==> src/rtl/dram_ctrl_pkg.sv <==
// dram_ctrl_pkg: shared state encoding, default timing and address helpers
// for the DRAM command controller. Rev 1.0
`timescale 1ns/1ps
`default_nettype none

package dram_ctrl_pkg;

    typedef enum logic [2:0] {
        ST_IDLE    = 3'd0,
        ST_PRE     = 3'd1,
        ST_ACT     = 3'd2,
        ST_ACCESS  = 3'd3,
        ST_RD_WAIT = 3'd4,
        ST_REF     = 3'd5
    } state_t;

    localparam int DEF_T_RCD        = 2;
    localparam int DEF_T_RP         = 2;
    localparam int DEF_T_RFC        = 4;
    localparam int DEF_REF_INTERVAL = 64;

    // Row is the top ROW_W bits of the address.
    function automatic int unsigned row_of(input int unsigned addr,
                                           input int unsigned addr_w,
                                           input int unsigned row_w);
        return (addr >> (addr_w - row_w)) & ((32'd1 << row_w) - 32'd1);
    endfunction

    function automatic int unsigned width_of(input int unsigned max_val);
        return (max_val > 1) ? $clog2(max_val) : 1;
    endfunction

endpackage

`default_nettype wire

==> src/rtl/dram_refresh_timer.sv <==
// dram_refresh_timer: free-running refresh interval counter with a sticky
// pending flag cleared by the controller when it enters refresh. Rev 1.0
`timescale 1ns/1ps
`default_nettype none

module dram_refresh_timer
    import dram_ctrl_pkg::*;
#(
    parameter int REF_INTERVAL = DEF_REF_INTERVAL
) (
    input  logic clk,
    input  logic rst_n,
    input  logic clear,
    output logic pending
);

    localparam int CNT_W = width_of(REF_INTERVAL);
    localparam logic [CNT_W-1:0] RELOAD = CNT_W'(REF_INTERVAL - 1);

    logic [CNT_W-1:0] cnt;

    // A fresh expiry wins over a simultaneous clear so no interval is lost.
    always_ff @(posedge clk or negedge rst_n) begin
        if (!rst_n) begin
            cnt     <= RELOAD;
            pending <= 1'b0;
        end else if (cnt == '0) begin
            cnt     <= RELOAD;
            pending <= 1'b1;
        end else begin
            cnt <= cnt - 1'b1;
            if (clear) begin
                pending <= 1'b0;
            end
        end
    end

endmodule

`default_nettype wire

==> src/rtl/dram_cmd_ctrl.sv <==
// dram_cmd_ctrl: single-request open-page DRAM command sequencer with
// ACT/PRE timing and periodic refresh. Rev 1.0
`timescale 1ns/1ps
`default_nettype none

module dram_cmd_ctrl
    import dram_ctrl_pkg::*;
#(
    parameter int ADDR_W       = 4,
    parameter int DATA_W       = 8,
    parameter int ROW_W        = 2,
    parameter int T_RCD        = DEF_T_RCD,
    parameter int T_RP         = DEF_T_RP,
    parameter int T_RFC        = DEF_T_RFC,
    parameter int REF_INTERVAL = DEF_REF_INTERVAL
) (
    input  logic              clk,
    input  logic              rst_n,
    input  logic              req_valid,
    output logic              req_ready,
    input  logic              req_we,
    input  logic [ADDR_W-1:0] req_addr,
    input  logic [DATA_W-1:0] req_wdata,
    output logic              rsp_valid,
    output logic [DATA_W-1:0] rsp_rdata,
    output logic [ADDR_W-1:0] mem_addr,
    output logic [DATA_W-1:0] mem_wdata,
    output logic              mem_we,
    input  logic [DATA_W-1:0] mem_rdata,
    output logic              refresh_active
);

    localparam int T_MAX = (T_RCD > T_RP) ? ((T_RCD > T_RFC) ? T_RCD : T_RFC)
                                          : ((T_RP > T_RFC) ? T_RP : T_RFC);
    localparam int TMR_W = width_of(T_MAX);
    localparam logic [TMR_W-1:0] RCD_LD = TMR_W'(T_RCD - 1);
    localparam logic [TMR_W-1:0] RP_LD  = TMR_W'(T_RP - 1);
    localparam logic [TMR_W-1:0] RFC_LD = TMR_W'(T_RFC - 1);

    state_t            state;
    logic [TMR_W-1:0]  timer;
    logic              row_open;
    logic [ROW_W-1:0]  open_row;
    logic              busy;
    logic              we_q;
    logic [ADDR_W-1:0] addr_q;
    logic [DATA_W-1:0] wdata_q;

    logic              refresh_pending;
    logic              accept;
    logic              timer_done;
    logic              enter_ref;
    logic [ROW_W-1:0]  req_row;
    logic [ROW_W-1:0]  lat_row;

    assign req_ready  = (state == ST_IDLE) && !refresh_pending;
    assign accept     = req_valid && req_ready;
    assign timer_done = (timer == '0);
    assign req_row    = ROW_W'(row_of(32'(req_addr), ADDR_W, ROW_W));
    assign lat_row    = ROW_W'(row_of(32'(addr_q), ADDR_W, ROW_W));

    // PRE only falls through to REF when no request is parked behind it.
    assign enter_ref = refresh_pending &&
                       (((state == ST_IDLE) && !row_open) ||
                        ((state == ST_PRE) && timer_done && !busy));

    assign mem_addr  = addr_q;
    assign mem_wdata = wdata_q;

    dram_refresh_timer #(
        .REF_INTERVAL (REF_INTERVAL)
    ) u_refresh (
        .clk     (clk),
        .rst_n   (rst_n),
        .clear   (enter_ref),
        .pending (refresh_pending)
    );

    always_ff @(posedge clk or negedge rst_n) begin
        if (!rst_n) begin
            state          <= ST_IDLE;
            timer          <= '0;
            row_open       <= 1'b0;
            open_row       <= '0;
            busy           <= 1'b0;
            we_q           <= 1'b0;
            addr_q         <= '0;
            wdata_q        <= '0;
            mem_we         <= 1'b0;
            rsp_valid      <= 1'b0;
            rsp_rdata      <= '0;
            refresh_active <= 1'b0;
        end else begin
            mem_we    <= 1'b0;
            rsp_valid <= 1'b0;
            if (!timer_done) begin
                timer <= timer - 1'b1;
            end

            case (state)
                ST_IDLE: begin
                    if (refresh_pending) begin
                        if (enter_ref) begin
                            state          <= ST_REF;
                            timer          <= RFC_LD;
                            refresh_active <= 1'b1;
                        end else begin
                            state <= ST_PRE;
                            timer <= RP_LD;
                        end
                    end else if (accept) begin
                        busy    <= 1'b1;
                        we_q    <= req_we;
                        addr_q  <= req_addr;
                        wdata_q <= req_wdata;
                        if (row_open && (req_row == open_row)) begin
                            state  <= ST_ACCESS;
                            mem_we <= req_we;
                        end else if (row_open) begin
                            state <= ST_PRE;
                            timer <= RP_LD;
                        end else begin
                            state <= ST_ACT;
                            timer <= RCD_LD;
                        end
                    end
                end

                ST_PRE: begin
                    row_open <= 1'b0;
                    if (timer_done) begin
                        if (enter_ref) begin
                            state          <= ST_REF;
                            timer          <= RFC_LD;
                            refresh_active <= 1'b1;
                        end else begin
                            state <= ST_ACT;
                            timer <= RCD_LD;
                        end
                    end
                end

                ST_ACT: begin
                    if (timer_done) begin
                        row_open <= 1'b1;
                        open_row <= lat_row;
                        state    <= ST_ACCESS;
                        mem_we   <= we_q;
                    end
                end

                ST_ACCESS: begin
                    if (we_q) begin
                        busy  <= 1'b0;
                        state <= ST_IDLE;
                    end else begin
                        state <= ST_RD_WAIT;
                    end
                end

                // Array read data is registered, so it is valid in this cycle.
                ST_RD_WAIT: begin
                    rsp_rdata <= mem_rdata;
                    rsp_valid <= 1'b1;
                    busy      <= 1'b0;
                    state     <= ST_IDLE;
                end

                ST_REF: begin
                    row_open <= 1'b0;
                    if (timer_done) begin
                        refresh_active <= 1'b0;
                        state          <= ST_IDLE;
                    end
                end

                default: begin
                    state <= ST_IDLE;
                end
            endcase
        end
    end

endmodule

`default_nettype wire
==> config.mk <==
export PLATFORM = sky130hd
export DESIGN_NAME = dram_cmd_ctrl
export DESIGN_NICKNAME = d
export VERILOG_FILES = /design/src/rtl/dram_ctrl_pkg.sv /design/src/rtl/dram_refresh_timer.sv /design/src/rtl/dram_cmd_ctrl.sv
export SDC_FILE = /design/constraint.sdc
export NUM_CORES = 1
export LEC_CHECK = 0
export ABC_AREA = 0
export CAP_MARGIN = 20
export CORE_MARGIN = 2
export CORE_UTILIZATION = 43
export DETAILED_ROUTE_END_ITERATION = 8
export PLACE_DENSITY = 0.86
export SKIP_LAST_GASP = 1
export SLEW_MARGIN = 5
export SYNTH_ARGS = -nofsm -noshare
export SYNTH_HDL_FRONTEND = slang
export SYNTH_SLANG_ARGS = --single-unit
==> constraint.sdc <==
create_clock -name clk -period 1.9 [get_ports clk]
set_clock_uncertainty 0.2 [all_clocks]
set_input_delay 0.38 -clock clk [delete_from_list [all_inputs] [get_ports clk]]
set_output_delay 0.38 -clock clk [all_outputs]
set_load 0.01 [all_outputs]
==> impl_metrics.toml, run 1 <==
[status]
run_status = "complete, no violations"

[synthesis]
synthAdderAreaFrac_pct = 1.421
synthFlopType = "dfrtp_1"
synth_compound_area_share_pct = 7.889
ys_async_sr_fraction_pct = 100.0
synth_top_family_by_area = "multiplexers"
synth_xor_area_share_pct = 2.488
ys_seq_area_share_pct = 57.29
synth-simple-area-share_pct = 12.51
syn_avg_cell_area_sq_um = 12.31
synth_edf_count = 0
syn_area_sq_um = 1760
ys_seq_elements = 40
synth_cell_types = 35
synth_cells = 143
muxShareOfSynthArea_pct = 15.57
syn-num-nets = 169
yosysWarnings = 0

[cells_and_area]
drive_gt1_share_pct = 25.12
layoutNonFillerInstCount = 253
multiInputGateArea_sq_um = 732.0
finish.net_count = 228
seq_area_sq_um = 1008
post-route-util_pct = 61.97
fill_cells = 311
diodes = 0
area_growth_pct = 39.80

[hold_path]
hp-class = "flip-flop to flip-flop"

[sta]
fin_crit_ns = 1.869
tns_ns = 0
maxSlewViolCount = 0
finalHoldViolations = 0
maxSlewHeadroom_pct = 70.40
fin_crit_sh_pct = 98.35
rsz0062_at_grt = "true"
setup_viol = 0
fmax_ghz = 0.5351
worstMarginPinSlew_ns = 0.4384

[global_route]
grt_max_degree = 24
grt_usage_pct = 17.30
grt_overflow = 0
grt_pass1_wl_microns = 5816
antenna_found_initial = 0
grt_pass1_vias = 1249

[power]
cell_internal_pwr_uw = 2489
peakVddDrop_mv = 0.8791
leakagePower_uw = 0.001094
p_seq_share_pct = 38.3
p_switching_uw = 1153
p_per_area_nw_per_um2 = 1480
switching_share_pct = 31.65
pwr-share-comb_pct = 46.1
pwr-share-clk_pct = 15.6

[job]
cap_violations = 0

[setup_path]
crit_chain = "buf_4, or4b_1, o32ai_2, nand2_1, o21ai_0"
startpoint_type = "flip-flop"
critPathTopFamily = "simple AND/OR/NAND/NOR gates"
cpPeakStageDelay_ns = 0.58
crit_fanout = 11
required_ns = 1.91
critical_path_class = "flip-flop to flip-flop"
crit_path_top_delay_cell = "or4b_1"
cp.buffers_inverters = 1
cp.arrival_ns = 1.88
cp-end-kind = "flip-flop"

[routing]
drtIter0Drc = 67
vias = 1307
routed_via_density = 5.166
first_pass_iters = 4
antenna_left = 0
wl_per_cell_microns = 14.61
wirelength_microns = 3697
drc = 0

[clocking]
cts-buffers-inserted = 5
htreeDepth = 2
clock-root-buffer = "clkbuf_8"
cts_setup_buffers = 0
cts_tree = "yes"
cts_sinks = 40
clkTransAtPathRegs_ns = 0.07
cts_buffer_depth = 2
insertion_delay_ns = 0.28

[floorplan]
std_cell_rows = 23
initial_core_util_pct = 44.33
die-area_sq_um = 4622
die_x_microns = 67.99
coreArea_sq_um = 3971
die_h_microns = 67.99
io_pins = 48

[placement]
dp_hpwl_microns = 2553
place.gp.congestion = 0.8759
portBuffers = 47
numPlacedInstances = 243
layout make-up:
type                            count  area share [%]
Multi-Input combinational cell     93           29.74
Timing Repair Buffer               56           22.06
Tap cell                           50           2.542
Clock buffer                        6           3.355
Inverter                            6          0.9151
Clock inverter                      2          0.4067
Sequential cell                    40           40.98
power by group through the flow:
stage	registers, uW	clock network [uW]	logic, uW
after floorplan	1490	0	785
after global placement	1380	0	1610
after detailed placement	1400	0	1650
after CTS	1390	585	1660
after global routing	1430	616	1820
final	1400	568	1680
repair_timing:
action,4_1_cts,5_1_grt
setup endpoints to repair,10,9
cloned,1,0
hold endpoints to repair,15,0
gates resized for setup,4,3
hold buffers,1,0
final timing paths:
| kind | to | startpoint | cells past startpoint | slack [ns] |
|---|---|---|---|---|
| worst min register to register | u_refresh.cnt[0]$_DFF_PN1_ | u_refresh.cnt[0]$_DFF_PN1_ | 1 | 0.27 |
| worst min-delay path | u_refresh.cnt[0]$_DFF_PN1_ | u_refresh.cnt[0]$_DFF_PN1_ | 1 | 0.27 |
| worst max-delay path | timer[1]$_DFF_PN0_ | state[1]$_DFFE_PN0P_ | 5 | 0.03 |
| min in group asynchronous | timer[1]$_DFF_PN0_ | rst_n | 2 | 0.35 |
| max in group asynchronous | u_refresh.cnt[2]$_DFF_PN1_ | rst_n | 3 | 0.60 |
| worst max register to register | timer[1]$_DFF_PN0_ | state[1]$_DFFE_PN0P_ | 5 | 0.03 |
sequential cells by signal (all words and copies together), names as in the netlist:
signal             count
u_refresh.pending      1
mem_we                 1
mem_addr               4
refresh_active         1
state                  3
open_row               2
mem_wdata              8
row_open               1
rsp_rdata              8
we_q                   1
u_refresh.cnt          6
busy                   1
rsp_valid              1
timer                  2
stage by stage:
| stage | hold slack (ns) | cell area [sq um] | total power, uW | worst slack (ns) |
|---|---|---|---|---|
| 6_report | 0.2704 | 2461 | 3642 | 0.03136 |
| 5_1_grt | 0.2848 | 2461 | 3868 | -0.01261 |
| 4_1_cts | 0.2677 | 2442 | 3644 | 0.01625 |
| 3_5_place_dp | 0.1364 | 2333 | 3049 | -0.04501 |
| 3_3_place_gp | 0.1311 | 2333 | 2999 | -0.02943 |
| 2_1_floorplan | -0.1156 | 1760 | 2273 | 0.1220 |
logic make-up after synthesis:
kind of cell	Yosys count
simple gates	41
flops	40
compound gates	22
mux	22
buf+inv	11
xor+xnor	5
fa+ha+maj	2
worst reg2reg max path, stage by stage (launching register included):
cell and delay (ns):
dfrtp_1 0.38, buf_4 0.17, or4b_1 0.59, o32ai_2 0.26, nand2_1 0.12, o21ai_0 0.08
Yosys cell counts (2+ instances only):
library cell	instances	area, sq um
a21oi_1	5	25.02
o21ai_0	7	35.03
nor2_1	10	37.54
o32ai_1	2	17.52
nor3b_1	3	22.52
dfstp_2	6	157.7
xnor2_1	4	35.03
nand2_1	14	52.55
nand3_1	2	10.01
o22ai_1	2	12.51
inv_1	6	22.52
mux2_2	15	168.9
clkbuf_1	3	11.26
dfrtp_1	34	850.8
mux2_4	7	105.1
ha_1	2	25.02
nor3_1	3	15.01
layout by cell type, fill, tap and decap left out, types with 2 or more instances in the layout:
| master | count |
|---|---|
| nor2_1 | 9 |
| buf_2 | 2 |
| o21ai_0 | 7 |
| dfrtp_1 | 34 |
| nor3b_1 | 3 |
| nand3b_4 | 2 |
| clkbuf_8 | 6 |
| nand3_1 | 2 |
| clkinv_2 | 2 |
| nor3_1 | 3 |
| xnor2_1 | 4 |
| inv_1 | 6 |
| a21oi_1 | 5 |
| buf_4 | 7 |
| mux2_2 | 15 |
| clkdlybuf4s50_1 | 45 |
| dfstp_2 | 6 |
| o22ai_1 | 2 |
| mux2_4 | 7 |
| nand2_1 | 14 |
| ha_1 | 2 |
per-layer routing:
layer  vias to the layer above  global-route usage, %  part of all wire, %
li1                        615                      -                    -
met1                       633                  22.92                   42
met2                        52                  27.06                   49
met3                         7                  4.441                  6.9
met4                         0                  7.000                  1.5
met5                         -                      0                    0
No activity file was read; power rests on OpenSTA's default activity.
==> inputs of run 2 (changes only) <==
PLACE_DENSITY = 0.77   (was 0.86)
clock period = 1.6 ns   (was 1.9 ns; I/O delays follow)
==> impl_metrics.toml, run 2 (same netlist as run 1, synthesis figures left out) <==
[routing]
wl_per_cell_microns = 14.89
first_pass_iters = 4
drc = 0
antenna_left = 0
drtIter0Drc = 42
wirelength_microns = 3932
routed_via_density = 5.170
vias = 1365

[floorplan]
die_x_microns = 67.99
initial_core_util_pct = 44.33
io_pins = 48
die_h_microns = 67.99
die-area_sq_um = 4622
coreArea_sq_um = 3971
std_cell_rows = 23

[power]
p_seq_share_pct = 36.9
pwr-share-clk_pct = 15.5
p_per_area_nw_per_um2 = 1719
switching_share_pct = 33.47
leakagePower_uw = 0.001204
peakVddDrop_mv = 1.065
p_switching_uw = 1496
pwr-share-comb_pct = 47.6
cell_internal_pwr_uw = 2974

[sta]
fin_crit_ns = 1.814
worstMarginPinSlew_ns = 0.4733
finalHoldViolations = 0
setup_viol = 26
timing.final.ws_setup_ns = -0.2145
holdWs_ns = 0.2609
maxSlewHeadroom_pct = 68.05
rsz0062_at_grt = "true"
fin_crit_sh_pct = 113.4
fmax_ghz = 0.5511
maxSlewViolCount = 0

[global_route]
grt_pass1_wl_microns = 6313
use_met3_pct = 6.250
use_met1_pct = 21.90
grt_usage_pct = 18.71
grt_overflow = 0
grt_pass1_vias = 1420
grt_max_degree = 22
grt_busiest_layer = "met2"
antenna_found_initial = 0
grtUsageMet2_pct = 32.28

[setup_path]
crit_chain = "or3_4, buf_6, nand3b_4, mux2_4"
critical_path_class = "flip-flop to flip-flop"
required_ns = 1.58
cp.buffers_inverters = 1
cp.arrival_ns = 1.79
startpoint_type = "flip-flop"
cp-end-kind = "flip-flop"
cpPeakStageDelay_ns = 0.40
crit_path_top_delay_cell = "dfrtp_1"
crit_fanout = 8
critPathTopFamily = "simple AND/OR/NAND/NOR gates"

[cells_and_area]
area_growth_pct = 47.69
final_area_sq_um = 2600
final_cell_mix = "dfrtp_1 (34), dlygate4sd2_1 (23), clkdlybuf4s50_1 (22), mux2_2 (15), nand2_1 (13)"
diodes = 0
drive_gt1_share_pct = 32.71
finish.net_count = 239
final_common_cell = "dfrtp_1"

[clocking]
clock-root-buffer = "clkbuf_8"
cts_buffer_depth = 2
cts_sinks = 40
clkTransAtPathRegs_ns = 0.08
cts_tree = "yes"
insertion_delay_ns = 0.29
cts-buffers-inserted = 5
htreeDepth = 2

[placement]
portBuffers = 47
dp_hpwl_microns = 2729
placed_area_sq_um = 2379
place.gp.congestion = 0.8641
dp_worst_setup_slack_ns = -0.3231

[job]
cap_violations = 0

[hold_path]
hp-class = "flip-flop to flip-flop"

[status]
run_status = "complete, but fails checks"
failed_checks = "negative setup slack"
run 2: cell types whose count changed in the layout (fill, tap and decap cells not counted), sizes merged:
cell and change:
clkinvlp +2, dlygate4sd2 +23, clkdlybuf4s50 -23, clkinv -2, buf +11
run 2: path summary, 6_finish.rpt:
check | start | end | slack [ns] | cells after the start
worst max-delay path | state[2]$_DFFE_PN0P_ | mem_addr[2]$_DFFE_PN0P_ | -0.21 | 4
worst min-delay path | u_refresh.cnt[0]$_DFF_PN1_ | u_refresh.cnt[0]$_DFF_PN1_ | 0.26 | 1
worst max register to register | state[2]$_DFFE_PN0P_ | mem_addr[2]$_DFFE_PN0P_ | -0.21 | 4
worst min register to register | u_refresh.cnt[0]$_DFF_PN1_ | u_refresh.cnt[0]$_DFF_PN1_ | 0.26 | 1
max in group asynchronous | rst_n | timer[1]$_DFF_PN0_ | 0.42 | 3
min in group asynchronous | rst_n | rsp_rdata[2]$_DFFE_PN0P_ | 0.32 | 2
run 2: power groups by stage:
stage / Combinational [uW] / Clock, uW / Sequential (uW)
after CTS: 2000 / 716 / 1640
after global placement: 1970 / 0 / 1630
after global routing: 2300 / 757 / 1700
final: 2130 / 694 / 1650
after floorplan: 943 / 0 / 1770
after detailed placement: 2030 / 0 / 1650
run 2: timing repair:
item,4_1_cts,5_1_grt
setup buffers,2,2
endpoints found under the hold margin,14,0
gates resized for setup,36,14
cloned,1,1
pin swaps,4,6
setup endpoints to repair,51,32
hold buffers,1,0
run 2: stage by stage:
step	instances	power (uW)	util, %	TNS [ns]
after CTS	261	4353	63.80	-4.565
final	264	4471	65.47	-3.282
after detailed placement	249	3679	59.89	-7.293
after floorplan	143	2709	-	-1.045
after global placement	249	3600	59.89	-5.900
after global routing	264	4756	65.47	-5.119
run 2: area by class of cell:
class / instances / area (sq um)
tap: 50 / 62.56
multi-input combinational: 93 / 789.5
clock inverter: 2 / 15.01
sequential: 40 / 1008
clock buffer: 6 / 82.58
inverter: 6 / 22.52
fill: 285 / 1371
timing repair buffer: 67 / 619.3
run 2: worst reg2reg max path: stages, from the launching register on:
cell      delay, ns
dfrtp_1        0.40
or3_4          0.38
buf_6          0.13
nand3b_4       0.24
mux2_4         0.34
run 2: layer usage:
layer	vias up	part of all wire (%)	wire, microns
li1	641	-	-
met1	669	40	1573
met4	0	1.1	42
met2	50	52	2043
met3	5	6.9	272
met5	-	0	0
